--- config.mk ---
export PLATFORM = sky130hd
export DESIGN_NAME = phy_rx_sync_ctrl
export DESIGN_NICKNAME = d
export VERILOG_FILES = /design/src/rtl/phy_rx_sync_ctrl.sv
export SDC_FILE = /design/constraint.sdc
export NUM_CORES = 1
export LEC_CHECK = 0
export ABC_AREA = 1
export ABC_CLOCK_PERIOD_IN_PS = 3600
export CAP_MARGIN = 20
export CORE_MARGIN = 2
export CORE_UTILIZATION = 52
export CTS_BUF_LIST = sky130_fd_sc_hd__clkbuf_8 sky130_fd_sc_hd__clkbuf_16
export DETAILED_ROUTE_END_ITERATION = 8
export PLACE_DENSITY_LB_ADDON = 0.15
export SKIP_LAST_GASP = 1
export SLEW_MARGIN = 10
export SYNTH_ARGS = -nofsm -noshare
export SYNTH_HDL_FRONTEND = slang
export SYNTH_SLANG_ARGS = --single-unit
--- constraint.sdc ---
create_clock -name clk_4f -period 3.6 [get_ports clk_4f]
set_input_delay 0.36 -clock clk_4f [delete_from_list [all_inputs] [get_ports clk_4f]]
set_output_delay 0.36 -clock clk_4f [all_outputs]
set_load 0.01 [all_outputs]
--- src/rtl/phy_rx_sync_ctrl.sv ---
//------------------------------------------------------------------------------
// phy_rx_sync_ctrl
//
// Purpose:
//   This is the byte-alignment controller of the PHY receiver. It watches the
//   bytes coming out of the serial-to-parallel stage and waits for a run of
//   SYNC_CNT consecutive valid COMMA bytes before it declares the link
//   synchronised (ACTIVE).
//
//   While ACTIVE, every valid non-COMMA byte is forwarded to the 1x4 demux
//   together with the lane it belongs to. The lane pointer advances modulo 4
//   after each forwarded byte. A COMMA seen in ACTIVE is not forwarded and
//   re-aligns the lane pointer to lane 0.
//
//   Sync is lost after LOSS_CNT consecutive idle cycles (in_valid=0) in ACTIVE.
//
// Parameters:
//   COMMA     alignment symbol
//   SYNC_CNT  consecutive valid COMMAs needed to reach ACTIVE (1..7)
//   LOSS_CNT  consecutive idle cycles in ACTIVE that drop sync (>= 1)
//
// Ports:
//   clk_4f     in   1  byte-rate clock, rising edge
//   reset      in   1  asynchronous, active-low reset
//   data_in    in   8  byte from the serial-to-parallel stage
//   in_valid   in   1  data_in holds a valid byte this cycle
//   active     out  1  receiver synchronised
//   data_out   out  8  byte forwarded to the demux (holds when not forwarding)
//   valid_out  out  1  data_out carries a freshly forwarded byte
//   lane_sel   out  2  demux lane for data_out
//   comma_cnt  out  3  consecutive-COMMA count (debug)
//------------------------------------------------------------------------------
module phy_rx_sync_ctrl #(
    parameter logic [7:0] COMMA    = 8'hBC,
    parameter int          SYNC_CNT = 4,
    parameter int          LOSS_CNT = 4
) (
    input  logic       clk_4f,
    input  logic       reset,
    input  logic [7:0] data_in,
    input  logic       in_valid,
    output logic       active,
    output logic [7:0] data_out,
    output logic       valid_out,
    output logic [1:0] lane_sel,
    output logic [2:0] comma_cnt
);

    localparam int                IDLE_W    = $clog2(LOSS_CNT + 1);
    localparam logic [2:0]        SYNC_FULL = 3'(SYNC_CNT);
    localparam logic [IDLE_W-1:0] LOSS_LAST = IDLE_W'(LOSS_CNT - 1);

    typedef enum logic [1:0] {
        SEARCH = 2'd0,
        COUNT  = 2'd1,
        ACTIVE = 2'd2
    } state_t;

    state_t            state;
    logic [1:0]        lane_ptr;
    logic [IDLE_W-1:0] idle_cnt;
    logic              is_comma;

    // An idle cycle must never look like a COMMA, whatever sits on data_in.
    assign is_comma = in_valid && (data_in == COMMA);

    always_ff @(posedge clk_4f or negedge reset) begin
        if (!reset) begin
            state     <= SEARCH;
            active    <= 1'b0;
            valid_out <= 1'b0;
            data_out  <= 8'h00;
            lane_sel  <= 2'd0;
            comma_cnt <= 3'd0;
            lane_ptr  <= 2'd0;
            idle_cnt  <= '0;
        end else begin
            // valid_out is a one-cycle strobe; it is raised again only by
            // the forwarding branch below.
            valid_out <= 1'b0;

            case (state)
                SEARCH: begin
                    if (is_comma) begin
                        comma_cnt <= 3'd1;
                        // A one-COMMA acquisition goes straight to ACTIVE.
                        if (SYNC_FULL <= 3'd1) begin
                            state     <= ACTIVE;
                            active    <= 1'b1;
                            comma_cnt <= SYNC_FULL;
                            lane_ptr  <= 2'd0;
                            idle_cnt  <= '0;
                        end else begin
                            state <= COUNT;
                        end
                    end else if (in_valid) begin
                        comma_cnt <= 3'd0;
                    end
                end

                COUNT: begin
                    // Idle cycles leave both the state and the count untouched.
                    if (is_comma) begin
                        if (comma_cnt + 3'd1 == SYNC_FULL) begin
                            state     <= ACTIVE;
                            active    <= 1'b1;
                            comma_cnt <= SYNC_FULL;
                            lane_ptr  <= 2'd0;
                            idle_cnt  <= '0;
                        end else begin
                            comma_cnt <= comma_cnt + 3'd1;
                        end
                    end else if (in_valid) begin
                        state     <= SEARCH;
                        comma_cnt <= 3'd0;
                    end
                end

                ACTIVE: begin
                    if (!in_valid) begin
                        if (idle_cnt == LOSS_LAST) begin
                            state     <= SEARCH;
                            active    <= 1'b0;
                            comma_cnt <= 3'd0;
                            lane_ptr  <= 2'd0;
                            idle_cnt  <= '0;
                        end else begin
                            idle_cnt <= idle_cnt + 1'b1;
                        end
                    end else begin
                        idle_cnt <= '0;
                        if (is_comma) begin
                            // COMMA in ACTIVE re-aligns the lanes; comma_cnt
                            // is already saturated at SYNC_CNT.
                            lane_ptr <= 2'd0;
                        end else begin
                            data_out  <= data_in;
                            valid_out <= 1'b1;
                            lane_sel  <= lane_ptr;
                            lane_ptr  <= lane_ptr + 2'd1;
                        end
                    end
                end

                default: begin
                    state     <= SEARCH;
                    active    <= 1'b0;
                    comma_cnt <= 3'd0;
                end
            endcase
        end
    end

endmodule
**Word level (Yosys, flattened, before mapping)**

Cells that the tools add are included.

- Input bits: 11
- ROM bits: 0
- Bits in latches: 0
- Output and inout bits: 15
- Memory bits (writable): 0
- Memories: 0
- Register bits after elaboration: 22
- Word-level logic and storage cells: 67

- Reduce and logical (&&, ||, !) cells: 9
- Shifts and indexed selects: 0
- Magnitude comparators: 0
- Equal/unequal tests: 13
- Mux-type cells: 32
- Bitwise gates (word level): 2
- Add/subtract/negate cells: 3
- Multipliers: 0
- Divide/modulo/power cells: 0

Operators by type and width:

| kind | number |
|---|---|
| 2-to-1 mux 3 bit | 10 |
| 2-to-1 mux 2 bit | 10 |
| != test 2 bit (second input constant) | 5 |
| AND reduction 5 bit | 2 |
| != test 3 bit (second input constant) | 3 |
| one-hot mux 3 bit (3 select lines) | 1 |
| == test 8 bit (second input constant) | 1 |
| 2-to-1 mux 1 bit | 7 |
| adder 3 x 1 -> 3 bit (second input constant) | 2 |
| one-hot mux 2 bit (3 select lines) | 1 |
| one-hot mux 3 bit (2 select lines) | 1 |
| AND reduction 3 bit | 2 |
| one-hot mux 2 bit (2 select lines) | 1 |
| AND reduction 4 bit | 1 |
| == test 3 x 2 -> 1 bit (second input constant) | 1 |
| == test 3 bit (second input constant) | 1 |
| one-hot mux 1 bit (3 select lines) | 1 |
| adder 2 x 1 -> 2 bit (second input constant) | 1 |
| == test 2 x 1 -> 1 bit (second input constant) | 1 |
| == test 2 bit (second input constant) | 1 |
| zero test 2 bit | 1 |
| NOT 1 bit | 2 |
| AND reduction 2 bit | 1 |
| nonzero test 2 bit | 1 |
| logical AND 1 bit | 1 |

**Longest topological paths before layout**

- Word-level depth: 5
- Mapped depth: 9
- Depth with buffers taken out: 9

**Worst setup path before layout**

Ideal clock, no wire load.

- Kind: flip-flop to flip-flop
- Start point: reg comma_cnt[0]
- End point: reg idle_cnt[2]
- Cell stages (with the launch flop): 8
- Arrival: 1179 ps
- Path buffers: 0
- Clock period less this slack: 1244 ps
- Data required time: 3535 ps
- Setup time: 65 ps
- Path slack: 2356 ps
- Path through: dfrtp_1 > ha_1 > ha_1 > inv_1 > nand2_1 > nand3b_1 > nand2_1 > nand2_1

- Longest elaborated chain between the ends: 4

Ends and longest elaborated chain:

| element | line | RTL |
|---|---|---|
| start: declaration | 46 | `output logic [2:0] comma_cnt` |
| start signal: assignment | 111 | `comma_cnt <= comma_cnt + 3'd1;` |
| adder 3 x 1 -> 3 bit | 104 | `if (comma_cnt + 3'd1 == SYNC_FULL) begin` |
| == test 3 bit | 104 |  |
| != test 2 bit (no line) | - |  |
| AND reduction 3 bit (no line) | - |  |
| end signal: assignment | 128 | `idle_cnt <= idle_cnt + 1'b1;` |
| end: declaration | 61 | `logic [IDLE_W-1:0] idle_cnt;` |

Every way passes these cells.
A chain may end at the register's enable or synchronous reset.

**Worst setup path in the final report**

- Start point: in data_in[4]
- End point: reg lane_sel[0]

- Longest elaborated chain between the ends: 4

Ends and longest elaborated chain:

| element | line | RTL |
|---|---|---|
| start: declaration | 40 | `input logic [7:0] data_in,` |
| == test 8 bit | 65 | `assign is_comma = in_valid && (data_in == COMMA);` |
| logical AND 1 bit | 65 |  |
| NOT 1 bit (no line) | - |  |
| AND reduction 3 bit (no line) | - |  |
| end signal: assignment | 139 | `lane_sel <= lane_ptr;` |
| end: declaration | 45 | `output logic [1:0] lane_sel,` |

Every way passes these cells.

==> results.tsv <==
metric	value	unit
cts_tree	built	
clock-sinks	22	
synthSimpleGateAreaFrac	33.2	%
ys_top_cells_by_count	nand2_1 (51), dfrtp_1 (22), inv_1 (11)	
p_switching	0.154	mW
synth.area.top_cells	dfrtp_1 (50%), nand2_1 (17%), inv_1 (3.8%)	
drt_iter0_drc	25	
hold_viol	0	
ir_worst_vdd	278	uV
path_depth	7	
rsz0062_at_grt	no	
max_freq	621	MHz
synthAdderAreaFrac	3.42	%
synth_top_family_by_area	simple AND/OR/NAND/NOR gates	
grt_pass1_vias	904	
synth_most_common_cell	nand2_1	
ctsHoldBuffers	0	
crit_chain	clkdlybuf4s50_1, nand2_1, nor2_2, nand2_2, nand2_2, inv_2, o21a_1	
die-height	49.9	microns
portBuffers	25	
crit_start	data_in[4]	
worstSetupEndpoint	lane_sel[0]$_DFFE_PN0P_	
yosysTopAreaCell	dfrtp_1	
critPathRequiredTime	3.75	ns
avgRoutedWirePerCell	11.7	microns
synthArstFlopShare	100	%
postPlaceCellArea	1370	sq um
hp-class	primary input to async pin	
fin_hold_ws	0.450	ns
finalSetupTns	0	ns
finalMaxSlewViolations	0	
path_class	primary input to flip-flop	
swShare	27.7	%
cts-root-buf	clkbuf_8	
dieArea	2490	sq um
internal-power	0.403	mW
status	complete, no violations	
antenna_cells	0	
dpl.hpwl	1640	microns
maxCapViolCount	0	
ys.flop_type	dfrtp_1	
drc_errors	0	
ios	26	
num-nets-final	179	
slowest_stage	clkdlybuf4s50_1	
antenna_found_initial	0	
clkSlewWorstSetupHoldPaths	0.08	ns
p_clk_share	31.1	%
gp_congestion	0.809	
syn-mean-instance-area	8.12	sq um
clockBufferDepth	2	
ys_types	22	
r2r_cells	6	
netlist_instances	135	
synth_edf_count	0	
fin_area	1440	sq um
regToRegSetupSlack	2.22	ns
initial_core_util	55.3	%
via_per_inst	4.92	
cts_setup_buffers	0	
first_pass_iters	4	
period_share	44.7	%
cp_top_family	buffers and inverters	
slew_headroom	64.1	%
cts_resized	0	
yosysWarnings	0	
drtAntennaViolNets	0	
die_width	49.9	microns
period_needed	1.61	ns
syn-num-nets	149	
vias	939	
cp-start-kind	primary input	
setup_viol	0	
seqPwrFrac	48.4	%
p_leak	0.736	nW
rr_startpoint	state[0]$_DFFE_PN0P_	
combPwrFrac	20.5	%
crit_top_cell	nand2_2	
fin_total_pwr	0.557	mW
timing.final.ws_setup	1.99	ns
slowest_delay	0.51	ns
numCtsBuffers	3	
path_buf_inv	2	
crit_arrival	1.76	ns
path_max_fanout	14	
area_growth	31.3	%
core_area	1980	sq um
grt_max_degree	23	
synth.area.mux_share	0	%
htree_levels	1	
grt_pass1_wl	3750	microns
tightest_slew	0.537	ns
worstSetupEndpointType	flip-flop	
ys_ff_latch	22	
skew	0.00298	ns
fp-row-count	16	
synth.top_cell.area_share	50.2	%
syn-cell-area	1100	sq um
grt_overflow	0	
drive_above_1_share	12.8	%
r2r-end	lane_sel[0]$_DFFE_PN0P_	
synth-xor-area-share	0.799	%
synth-seq-area-share	50.2	%
place_ws	1.73	ns
drt_wl_total	2230	microns
insertion_delay	0.26	ns
grt_usage	19.5	%
synth_compound_area_share	5.82	%
power_density	387	nW/um^2
## registers in the layout, indices dropped and copies added, names as in the netlist
register	cells
lane_sel	2
data_out	8
valid_out	1
lane_ptr	2
state	2
active	1
comma_cnt	3
idle_cnt	3
## cell families (layout without fill, tap and decap cells)
family                   after synthesis  count (layout)
AO/OA/AOI/OAI                         11              11
XOR/XNOR                               1               1
adder cells (fa/ha/maj)                3               3
buffers and inverters                 17              46
flip-flops                            22              22
AND/OR/NAND/NOR                       81              81
## metrics by stage
step	std cells	util, %
floorplan	135	-
global placement	186	69.1
detailed placement	186	69.1
CTS	190	71.8
global route	191	72.6
finish	191	72.6
## layout make-up
type                       count  area [sq um]
fill                         145           543
clock buffer                   4          55.1
tap                           27          33.8
sequential                    22           551
multi-input combinational     96           474
inverter                      16          60.1
timing repair buffer          26           265
## power groups by stage
stage	Sequential (mW)	Combinational (mW)	Clock (mW)
CTS	0.269	0.112	0.179
global route	0.270	0.124	0.187
detailed placement	0.274	0.111	0
floorplan	0.275	0.0667	0
finish	0.270	0.114	0.173
global placement	0.273	0.109	0
## worst min-delay path by stage
| stage | start | slack [ns] | endpoint | cells after the start |
|---|---|---|---|---|
| 2_1_floorplan | reset | 0.06 | active$_DFFE_PN0P_ | 0 |
| 3_3_place_gp | idle_cnt[1]$_DFFE_PN0P_ | 0.46 | idle_cnt[1]$_DFFE_PN0P_ | 2 |
| 3_5_place_dp | lane_sel[1]$_DFFE_PN0P_ | 0.47 | lane_sel[1]$_DFFE_PN0P_ | 2 |
| 4_1_cts | lane_sel[1]$_DFFE_PN0P_ | 0.49 | lane_sel[1]$_DFFE_PN0P_ | 2 |
| 5_1_grt | reset | 0.50 | active$_DFFE_PN0P_ | 1 |
| 6_report | reset | 0.45 | data_out[4]$_DFFE_PN0P_ | 1 |
## layer usage
| layer | global-route usage (%) | vias to the layer above | part of all wire (%) |
|---|---|---|---|
| li1 | - | 480 | - |
| met4 | 6.94 | 0 | 1.1 |
| met5 | 0 | - | 0 |
| met2 | 31.1 | 24 | 48 |
| met3 | 1.82 | 4 | 3.2 |
| met1 | 27.8 | 431 | 48 |
## layout by cell type (no fill, tap or decap), types with 5 or more instances in the layout
master	n
clkdlybuf4s50_1	25
dfrtp_1	22
inv_1	11
inv_2	5
nand2_1	51
nand3_1	5
nor2_1	8
Note: power is estimated with default switching activity, not from simulation.
